## src/rtl/ftdi_rx_cmd_parser.sv

```systemverilog
// rtl/ftdi_rx_cmd_parser.sv - FT2232H receive byte stream to 9-byte register-write command decoder
module ftdi_rx_cmd_parser #(
    parameter int TIMEOUT_CYCLES = 255,
    parameter int CNT_W          = 16
) (
    input  logic             CLK_FTDI,
    input  logic             RST_N,
    input  logic [7:0]       rx_byte,
    input  logic             rx_valid,
    output logic             cmd_valid,
    output logic [7:0]       cmd_addr,
    output logic [31:0]      cmd_data,
    output logic             err_chk,
    output logic             err_timeout,
    output logic             busy,
    output logic [CNT_W-1:0] good_cnt,
    output logic [CNT_W-1:0] bad_cnt
);
    localparam int GAP_W = $clog2(TIMEOUT_CYCLES + 1);

    typedef enum logic [2:0] {
        S_HUNT,
        S_HDR1,
        S_HDR2,
        S_ADDR,
        S_DATA,
        S_CHK
    } state_t;

    state_t           state, state_nx;
    logic [1:0]       idx;
    logic [7:0]       sum;
    logic [7:0]       addr_sh;
    logic [31:0]      data_sh;
    logic [GAP_W-1:0] gap;
    logic             timeout_hit;
    logic             chk_ok;
    logic             chk_bad;

    always_comb begin
        state_nx    = state;
        timeout_hit = (state != S_HUNT) && !rx_valid && (gap == GAP_W'(TIMEOUT_CYCLES));
        chk_ok      = rx_valid && (state == S_CHK) && (rx_byte == sum);
        chk_bad     = rx_valid && (state == S_CHK) && (rx_byte != sum);
        if (timeout_hit) begin
            state_nx = S_HUNT;
        end else if (rx_valid) begin
            case (state)
                S_HUNT: state_nx = (rx_byte == 8'hAE) ? S_HDR1 : S_HUNT;
                S_HDR1: begin
                    if (rx_byte == 8'hAD)      state_nx = S_HDR2;
                    else if (rx_byte == 8'hAE) state_nx = S_HDR1;
                    else                       state_nx = S_HUNT;
                end
                S_HDR2: begin
                    if (rx_byte == 8'hAC)      state_nx = S_ADDR;
                    else if (rx_byte == 8'hAE) state_nx = S_HDR1;
                    else                       state_nx = S_HUNT;
                end
                S_ADDR: state_nx = S_DATA;
                S_DATA: state_nx = (idx == 2'd3) ? S_CHK : S_DATA;
                S_CHK:  state_nx = S_HUNT;
                default: state_nx = S_HUNT;
            endcase
        end
    end

    always_ff @(posedge CLK_FTDI or negedge RST_N) begin
        if (!RST_N) begin
            state   <= S_HUNT;
            idx     <= 2'd0;
            sum     <= 8'h00;
            addr_sh <= 8'h00;
            data_sh <= 32'h0;
            gap     <= '0;
        end else begin
            state <= state_nx;
            // Gap counter only runs while a frame is open and the line is idle.
            if (rx_valid || state == S_HUNT) begin
                gap <= '0;
            end else if (gap != GAP_W'(TIMEOUT_CYCLES)) begin
                gap <= gap + GAP_W'(1);
            end
            if (rx_valid && state == S_ADDR) begin
                addr_sh <= rx_byte;
                sum     <= rx_byte;
                idx     <= 2'd0;
            end else if (rx_valid && state == S_DATA) begin
                data_sh <= {data_sh[23:0], rx_byte};
                sum     <= sum + rx_byte;
                idx     <= idx + 2'd1;
            end
        end
    end

    always_ff @(posedge CLK_FTDI or negedge RST_N) begin
        if (!RST_N) begin
            cmd_valid   <= 1'b0;
            cmd_addr    <= 8'h00;
            cmd_data    <= 32'h0;
            err_chk     <= 1'b0;
            err_timeout <= 1'b0;
            busy        <= 1'b0;
            good_cnt    <= '0;
            bad_cnt     <= '0;
        end else begin
            cmd_valid   <= chk_ok;
            err_chk     <= chk_bad;
            err_timeout <= timeout_hit;
            busy        <= (state_nx != S_HUNT);
            if (chk_ok) begin
                cmd_addr <= addr_sh;
                cmd_data <= data_sh;
                good_cnt <= good_cnt + CNT_W'(1);
            end
            // chk_bad needs rx_valid and timeout_hit needs !rx_valid, so they are exclusive.
            if (chk_bad || timeout_hit) begin
                bad_cnt <= bad_cnt + CNT_W'(1);
            end
        end
    end
endmodule

```

## config.mk

```make
export PLATFORM = sky130hd
export DESIGN_NAME = ftdi_rx_cmd_parser
export DESIGN_NICKNAME = d
export VERILOG_FILES = /design/src/rtl/ftdi_rx_cmd_parser.sv
export SDC_FILE = /design/constraint.sdc
export NUM_CORES = 1
export LEC_CHECK = 0
export ABC_AREA = 0
export CORE_MARGIN = 2
export CORE_UTILIZATION = 54
export DETAILED_ROUTE_END_ITERATION = 10
export PLACE_DENSITY = 0.84
export SYNTH_ARGS = -nofsm -noshare
export SYNTH_HDL_FRONTEND = slang
export SYNTH_SLANG_ARGS = --single-unit
```

## constraint.sdc

```tcl
create_clock -name CLK_FTDI -period 2.7 [get_ports CLK_FTDI]
set_input_delay 0.405 -clock CLK_FTDI [delete_from_list [all_inputs] [get_ports CLK_FTDI]]
set_output_delay 0.405 -clock CLK_FTDI [all_outputs]
set_load 0.02 [all_outputs]
```

=== Word-level counts from Yosys, hierarchy flattened ===
Cells that the tools add are included.

* Input port bits: 11
* Register bits: 137

* Multiplexer cells: 13
* Reductions and logical operators: 16
* Add/subtract/negate cells: 5
* Eq/ne operators: 13
* Bitwise operators: 1

{| class="wikitable"
|+ Operators by type and width
! kind !! number
|-
| $add 16x1->16 const B || 2
|-
| $eq 8x8->1 const B || 4
|-
| $mux 8 || 4
|-
| $pmux 3 s5 || 1
|-
| $mux 3 || 3
|-
| $add 8x1->8 const B || 1
|-
| $add 8x8->8 || 1
|-
| $eq 8x8->1 || 1
|-
| $ne 8x8->1 || 1
|-
| $ne 8x8->1 const B || 1
|-
| $logic_and 1x1->1 || 7
|-
| $eq 3x2->1 const B || 2
|-
| $eq 3x3->1 const B || 2
|-
| $mux 2 || 3
|-
| $reduce_bool 3->1 || 2
|-
| $reduce_bool 2->1 || 2
|-
| $eq 3x1->1 const B || 1
|-
| $logic_not 3->1 || 1
|-
| $add 2x1->2 const B || 1
|-
| $eq 2x2->1 const B || 1
|-
| $logic_or 1x1->1 || 2
|-
| $mux 1 || 2
|-
| $reduce_and 2->1 || 1
|-
| $logic_not 1->1 || 1
|-
| $not 1->1 || 1
|}

=== Longest topological paths before layout ===
Gate-level depths: netlist of run 1.

* Depth in word-level cells: 7
* Mapped depth: 9

=== Least setup slack after synthesis of run 1 ===
OpenSTA, ideal clock, no wires.

* Path kind: input to register
* From: in rx_byte[5]
* To: reg good_cnt[15]
* Slack: 0.268 ns
* Required time: 2.621 ns
* Data arrival time: 2.352 ns
* Stages on the path: 8
* Cell sequence: ha_1 > nor4_2 > nand3_1 > or2_1 > buf_6 > or4_4 > nor3_2 > xor2_1

* Longest elaborated chain between the ends: 2

{| class="wikitable"
|+ Ends and longest elaborated chain
! element !! line !! text
|-
| from (decl) || 8 || <nowiki>input logic [7:0] rx_byte,</nowiki>
|-
| $eq 8x8->1 || 43 || <nowiki>chk_ok = rx_valid && (state == S_CHK) && (rx_byte == sum);</nowiki>
|-
| $logic_and 1x1->1 || 43 ||
|-
| to (signal assigned) || 114 || <nowiki>good_cnt <= good_cnt + CNT_W'(1);</nowiki>
|-
| to (decl) || 16 || <nowiki>output logic [CNT_W-1:0] good_cnt,</nowiki>
|}

Every way passes these cells.
A chain may end at the register's enable or synchronous reset.

=== Final worst setup path of run 1 ===
* From: reg sum[1]
* To: reg good_cnt[15]

* Longest elaborated chain between the ends: 2

{| class="wikitable"
|+ Ends and longest elaborated chain
! element !! line !! text
|-
| from (decl) || 32 || <nowiki>logic [7:0] sum;</nowiki>
|-
| from (signal assigned) || 86 || <nowiki>sum <= rx_byte;</nowiki>
|-
| from (signal assigned) || 90 || <nowiki>sum <= sum + rx_byte;</nowiki>
|-
| $eq 8x8->1 || 43 ||
|-
| $logic_and 1x1->1 || 43 ||
|}

Every way passes these cells.

==> flow_summary_export.csv, run 1 <==
group,metric,value,unit
grt,grt_usage,0.255,
clocking,root_buffer,"clkbuf_8",
finish,stdcell_count,880,
grt,overflow,0,
critical_path,reg2reg_slack,0.16,ns
critical_path,startpoint_type,"flip-flop",
clocking,clkTransAtPathRegs,0.06,ns
critical_path,setup.worst_path.end,"good_cnt[15]",
sta,worst_pin_slew,0.700,ns
grt,grt_pass1_wl,23100,µm
yosys,synthesis.area,5850,µm²
clocking,cts_sinks,137,
clocking,cts_tree,"built",
sta,period_minus_slack,2.54,ns
yosys,yosys.area.top_type_share,0.586,
critical_path,r2r_cells,7,
yosys,yosys.area.top_type,"dfrtp_1",
floorplan,die_w,108,µm
sta,fin_crit_sh,0.939,
critical_path,crit_start,"sum[1]",
sta,final-max-slew-violation-count,0,
place,place.gp.congestion,0.930,
critical_path,crit_required,3.15,ns
yosys,synth_edf_count,0,
yosys,post_synth.cell_area_avg,9.53,µm²
route,dr_total_vias,4869,
floorplan,num_rows,38,
route,ant_nets,0,
hold_path,hp-class,"in -> async",
yosys,yosysMostFrequentCell,"nand2_1",
place,dp.cells,848,
grt,grt_pass1_vias,4812,
finish,nets,751,
route,drcViolationCount,0,
power,p_leak,3.89,nW
clocking,cts_buffers,17,
place,port_buffers,86,
place,hpwl,9040,µm
floorplan,core_area,10700,µm²
outcome,status,"finished, final reports clean",
critical_path,reg2reg_from,"sum[1]",
sta,grt_setup_unrepaired,"no",
flow_run,maxCapViolCount,0,
critical_path,r2r_end,"good_cnt[15]",
power,power_density,614,nW/µm²
floorplan,start_util,0.547,
critical_path,critPathMaxFanout,3,
grt,grt_max_degree,55,
yosys,synth_ff_type,"dfrtp_1",
floorplan,die_h,108,µm
floorplan,die_area,11700,µm²
route,wire_per_inst,15.8,µm
yosys,synth_commonest_cells,"nand2_1, dfrtp_1, xnor2_1, clkbuf_1, nor2_1",
yosys,synth_area_leaders,"dfrtp_1, nand2_1, xnor2_1",
route,first_pass_iters,5,
critical_path,crit_arrival,2.98,ns
sta,fin_skew,0.00785,ns
finish,antenna_cells,0,
yosys,ys_seq_area_frac,0.586,
sta,setup_viol,0,
yosys,synth_cells,614,
route,wirelength,13900,µm
critical_path,end_kind,"flip-flop",
clocking,clk_latency,0.52,ns
power,peakVddDrop,0.000455,V
yosys,ys_ff_latch,137,
critical_path,critPathKind,"reg -> reg",
sta,finalHoldViolations,0,
yosys,async_flop_share,1.00,
finish,syn_to_final_growth,32.3,%
sta,relSlewSlack,0.533,
yosys,synth.yosys.warnings,0,
clocking,max-clock-path-buffers,2,
power,finalPower,4.75,mW
route,viasPerCell,5.53,
yosys,yosysUniqueCellTypes,50,
grt,antenna_found_initial,0,
sta,max_freq,394,MHz
clocking,post_cts_buffers,0,
clocking,cts_max_level,4,
floorplan,ios,87,
route,drtIter0Drc,387,
finish,drive_gt1_frac,0.100,
yosys,synth_fp_nets,637,
[repair_timing]
action / CTS / global route
resized for setup: 0 / 0
hold buffers: 1 / 0
endpoints found under the hold margin: 51 / 0
[flip-flops by register name, summed over array words and instances, names as in the netlist, 2 cells and up]
| signal | cells |
|---|---|
| gap | 8 |
| bad_cnt | 16 |
| idx | 2 |
| good_cnt | 16 |
| sum | 8 |
| addr_sh | 8 |
| data_sh | 32 |
| cmd_addr | 8 |
| state | 3 |
| cmd_data | 32 |
[per-stage QoR]
step	worst slack, ns	hold WS, ns	area [µm²]	TNS [ns]	util
after floorplan	0.268	0.109	5850	0	-
after global placement	-0.215	0.455	7070	-2.85	0.661
after detailed placement	-0.251	0.460	7070	-5.01	0.661
after CTS	0.190	0.474	7740	0	0.724
after global routing	0.0441	0.483	7740	0	0.724
final	0.164	0.469	7740	0	0.724
[cells in the final DEF (no fill, tap or decap), types with 8 or more instances in the layout]
master and count:
clkdlybuf4s50_1 85, xor2_1 8, inv_1 8, nor3_1 8
nand3_1 16, buf_4 31, xnor2_1 26, nand2_1 259
dfrtp_1 137, ha_1 11, nor2_1 20, nand4_1 9
clkbuf_16 16, o21ai_0 10, and3_1 8
[power by group]
part | total (mW) | leakage [nW] | switching, mW | internal (mW)
clock | 2.58 | 0.316 | 0.854 | 1.73
combinational | 0.116 | 1.66 | 0.0717 | 0.0446
sequential | 2.06 | 1.91 | 0.00127 | 2.05
[routing by layer]
metal	routed length, µm	GRT usage
met1	5630	0.327
met2	7130	0.430
met3	817	0.0542
met5	0	0
met4	334	0.0925
[kinds of logic (layout without fill, tap and decap cells)]
kind of cell / count (synthesis) / count (layout) / share of synthesized area
AND/OR/NAND/NOR: 349 / 349 / 0.256
flip-flops: 137 / 137 / 0.586
AO/OA/AOI/OAI: 45 / 45 / 0.0507
XOR/XNOR: 34 / 34 / 0.0509
buffers and inverters: 33 / 159 / 0.0227
adder cells (fa/ha/maj): 12 / 12 / 0.0269
multiplexers: 4 / 4 / 0.00705
[final cells by class]
cell class	count	area [µm²]
Multi-Input combinational cell	444	2310
Tap cell	140	175
Sequential cell	137	3430
Fill cell	711	2960
Timing Repair Buffer	119	1130
Inverter	9	33.8
Clock inverter	12	221
Clock buffer	19	442
[critical path, cell delays in order (launching register included)]
cell and delay [ns]:
dfrtp_1 0.41, ha_1 0.31, nor4_2 0.40, nand3_1 0.15, or2_1 0.31, or4_4 0.58
nor3_2 0.15, xor2_1 0.16
[worst min path at each step]
stage | end | startpoint | slack [ns]
6_report | good_cnt[6] | RST_N | 0.47
5_1_grt | bad_cnt[15] | bad_cnt[15] | 0.48
4_1_cts | bad_cnt[15] | bad_cnt[15] | 0.47
3_5_place_dp | cmd_data[26] | data_sh[26] | 0.46
3_3_place_gp | cmd_data[30] | data_sh[30] | 0.45
2_1_floorplan | addr_sh[0] | RST_N | 0.11
No activity file was read; power rests on OpenSTA's default activity.
==> run 2: changes to the inputs <==
--- a/config.mk
+++ b/config.mk
@@ -10,6 +10,7 @@
 export CORE_UTILIZATION = 54
 export DETAILED_ROUTE_END_ITERATION = 10
 export PLACE_DENSITY = 0.84
+export SETUP_SLACK_MARGIN = 0.4
 export SYNTH_ARGS = -nofsm -noshare
 export SYNTH_HDL_FRONTEND = slang
 export SYNTH_SLANG_ARGS = --single-unit
==> flow_summary_export.csv, run 2 (synthesized netlist as in run 1, its figures left out) <==
group,metric,value,unit
outcome,status,"finished, final reports clean",
clocking,cts_buffers,17,
floorplan,die_area,11700,µm²
grt,grt_util_met1,0.322,
sta,final-max-slew-violation-count,0,
sta,worst_pin_slew,0.599,ns
power,combPwrFrac,0.028,
critical_path,crit_required,3.15,ns
floorplan,die_w,108,µm
route,first_pass_iters,5,
floorplan,die_h,108,µm
critical_path,crit_arrival,2.74,ns
route,wire_per_inst,15.7,µm
critical_path,slowest_delay,0.56,ns
clocking,root_buffer,"clkbuf_8",
place,port_buffers,86,
finish,layout_common_cells,"nand2_1, dfrtp_1, clkdlybuf4s50_1",
power,p_int,3.52,mW
sta,grt_setup_unrepaired,"yes",
power,sw_frac_of_total,0.211,
finish,antenna_cells,0,
critical_path,crit_family,"simple AND/OR/NAND/NOR gates",
finish,nets,755,
power,peakVddDrop,0.000401,V
critical_path,critPathKind,"in -> reg",
grt,grt_usage,0.257,
floorplan,ios,87,
power,power_density,571,nW/µm²
sta,fin_crit_sh,0.847,
route,ant_nets,0,
grt,grt_max_degree,67,
clocking,cts_max_level,4,
grt,grt_pass1_wl,23100,µm
sta,setup_viol,0,
power,pwr-share-clk,0.511,
place,place.gp.congestion,0.937,
power,power_frac_seq,0.461,
sta,period_minus_slack,2.29,ns
place,hpwl,9070,µm
grt,met2_usage,0.435,
clocking,cts_tree,"built",
grt,overflow,0,
power,finalPower,4.46,mW
route,wirelength,13900,µm
finish,reg.largest.list,"cmd_data: 32 flops, data_sh: 32 flops",
power,p_sw,0.940,mW
route,drtIter0Drc,280,
floorplan,start_util,0.547,
hold_path,worstHoldStart,"rx_byte[0]",
sta,setup_ws,0.412,ns
clocking,clk_latency,0.53,ns
critical_path,critPathSlowestCell,"clkdlybuf4s50_1",
power,p_leak,3.89,nW
grt,antenna_found_initial,0,
sta,relSlewSlack,0.601,
critical_path,critPathBufInv,1,
route,viasPerCell,5.42,
finish,utilization,0.729,
sta,max_freq,437,MHz
floorplan,core_area,10700,µm²
sta,tns,0,ns
clocking,clkTransAtPathRegs,0.06,ns
route,drcViolationCount,0,
clocking,max-clock-path-buffers,2,
critical_path,end_kind,"flip-flop",
critical_path,critPathMaxFanout,3,
finish,drive_gt1_frac,0.119,
sta,fin_skew,0.00916,ns
clocking,cts_sinks,137,
grt,grt.busiest_layer,"met2",
sta,finalHoldViolations,0,
critical_path,cp_cell_sequence,"clkdlybuf4s50_1 -> ha_4 -> nor4_4 -> nand3_2 -> or2_4 -> or4_4 -> nor3_4 -> xor2_1",
place,place_ws,-0.166,ns
route,dr_total_vias,4798,
critical_path,reg2reg_from,"sum[0]",
critical_path,startpoint_type,"input port",
grt,grt_pass1_vias,4833,
flow_run,maxCapViolCount,0,
finish,final_common_cell,"nand2_1",
critical_path,crit_start,"rx_byte[1]",
grt,met3_usage,0.0585,
floorplan,num_rows,38,
finish,syn_to_final_growth,33.3,%
hold_path,hp-class,"in -> reg",
[run 2: path summary, 6_finish.rpt]
check	endpoint	slack (ns)	cells after the start
worst min register to register	good_cnt[15]	0.46	1
worst max-delay path	good_cnt[15]	0.41	8
worst max register to register	good_cnt[15]	0.43	7
max in group asynchronous	cmd_data[26]	1.48	3
min in group asynchronous	good_cnt[14]	0.42	2
worst min-delay path	data_sh[0]	0.35	4
[run 2: layout make-up]
| type | count | area [µm²] |
|---|---|---|
| timing repair buffer | 123 | 1150 |
| tap | 140 | 175 |
| clock inverter | 9 | 115 |
| sequential | 137 | 3430 |
| clock buffer | 23 | 477 |
| fill | 740 | 2890 |
| inverter | 9 | 36.3 |
| multi-input combinational | 444 | 2420 |
[run 2: layer usage]
metal,vias to the layer above,wire length [µm]
met5,-,0
met1,2348,5540
met2,163,7240
met3,31,764
met4,0,333
li1,2256,-
[run 2: power groups by stage]
stage	registers, mW	clock network [mW]	logic, mW
2_1_floorplan	2.09	0	0.0269
3_3_place_gp	2.09	0	0.118
3_5_place_dp	2.09	0	0.120
4_1_cts	2.06	2.30	0.123
5_1_grt	2.06	2.39	0.138
6_report	2.06	2.28	0.124
[run 2: per-stage QoR]
step / cell area (µm²) / instances / hold slack (ns)
2_1_floorplan: 5900 / 614 / 0.109
3_3_place_gp: 7100 / 848 / 0.419
3_5_place_dp: 7100 / 848 / 0.421
4_1_cts: 7720 / 882 / 0.440
5_1_grt: 7800 / 885 / 0.359
6_report: 7800 / 885 / 0.354
[run 2: what timing repair did]
| item | 4_1_cts | 5_1_grt |
|---|---|---|
| pin swaps | 3 | 6 |
| resized for setup | 3 | 13 |
| endpoints found under the hold margin | 63 | 0 |
| hold buffers | 1 | 0 |
| setup endpoints to repair | 4 | 15 |
| setup buffers | 1 | 3 |
[run 2: tightest hold or removal path, stage by stage]
cell	delay, ns
dlymetal6s2s_1	0.17
buf_4	0.18
nand2_1	0.05
nand2_1	0.04
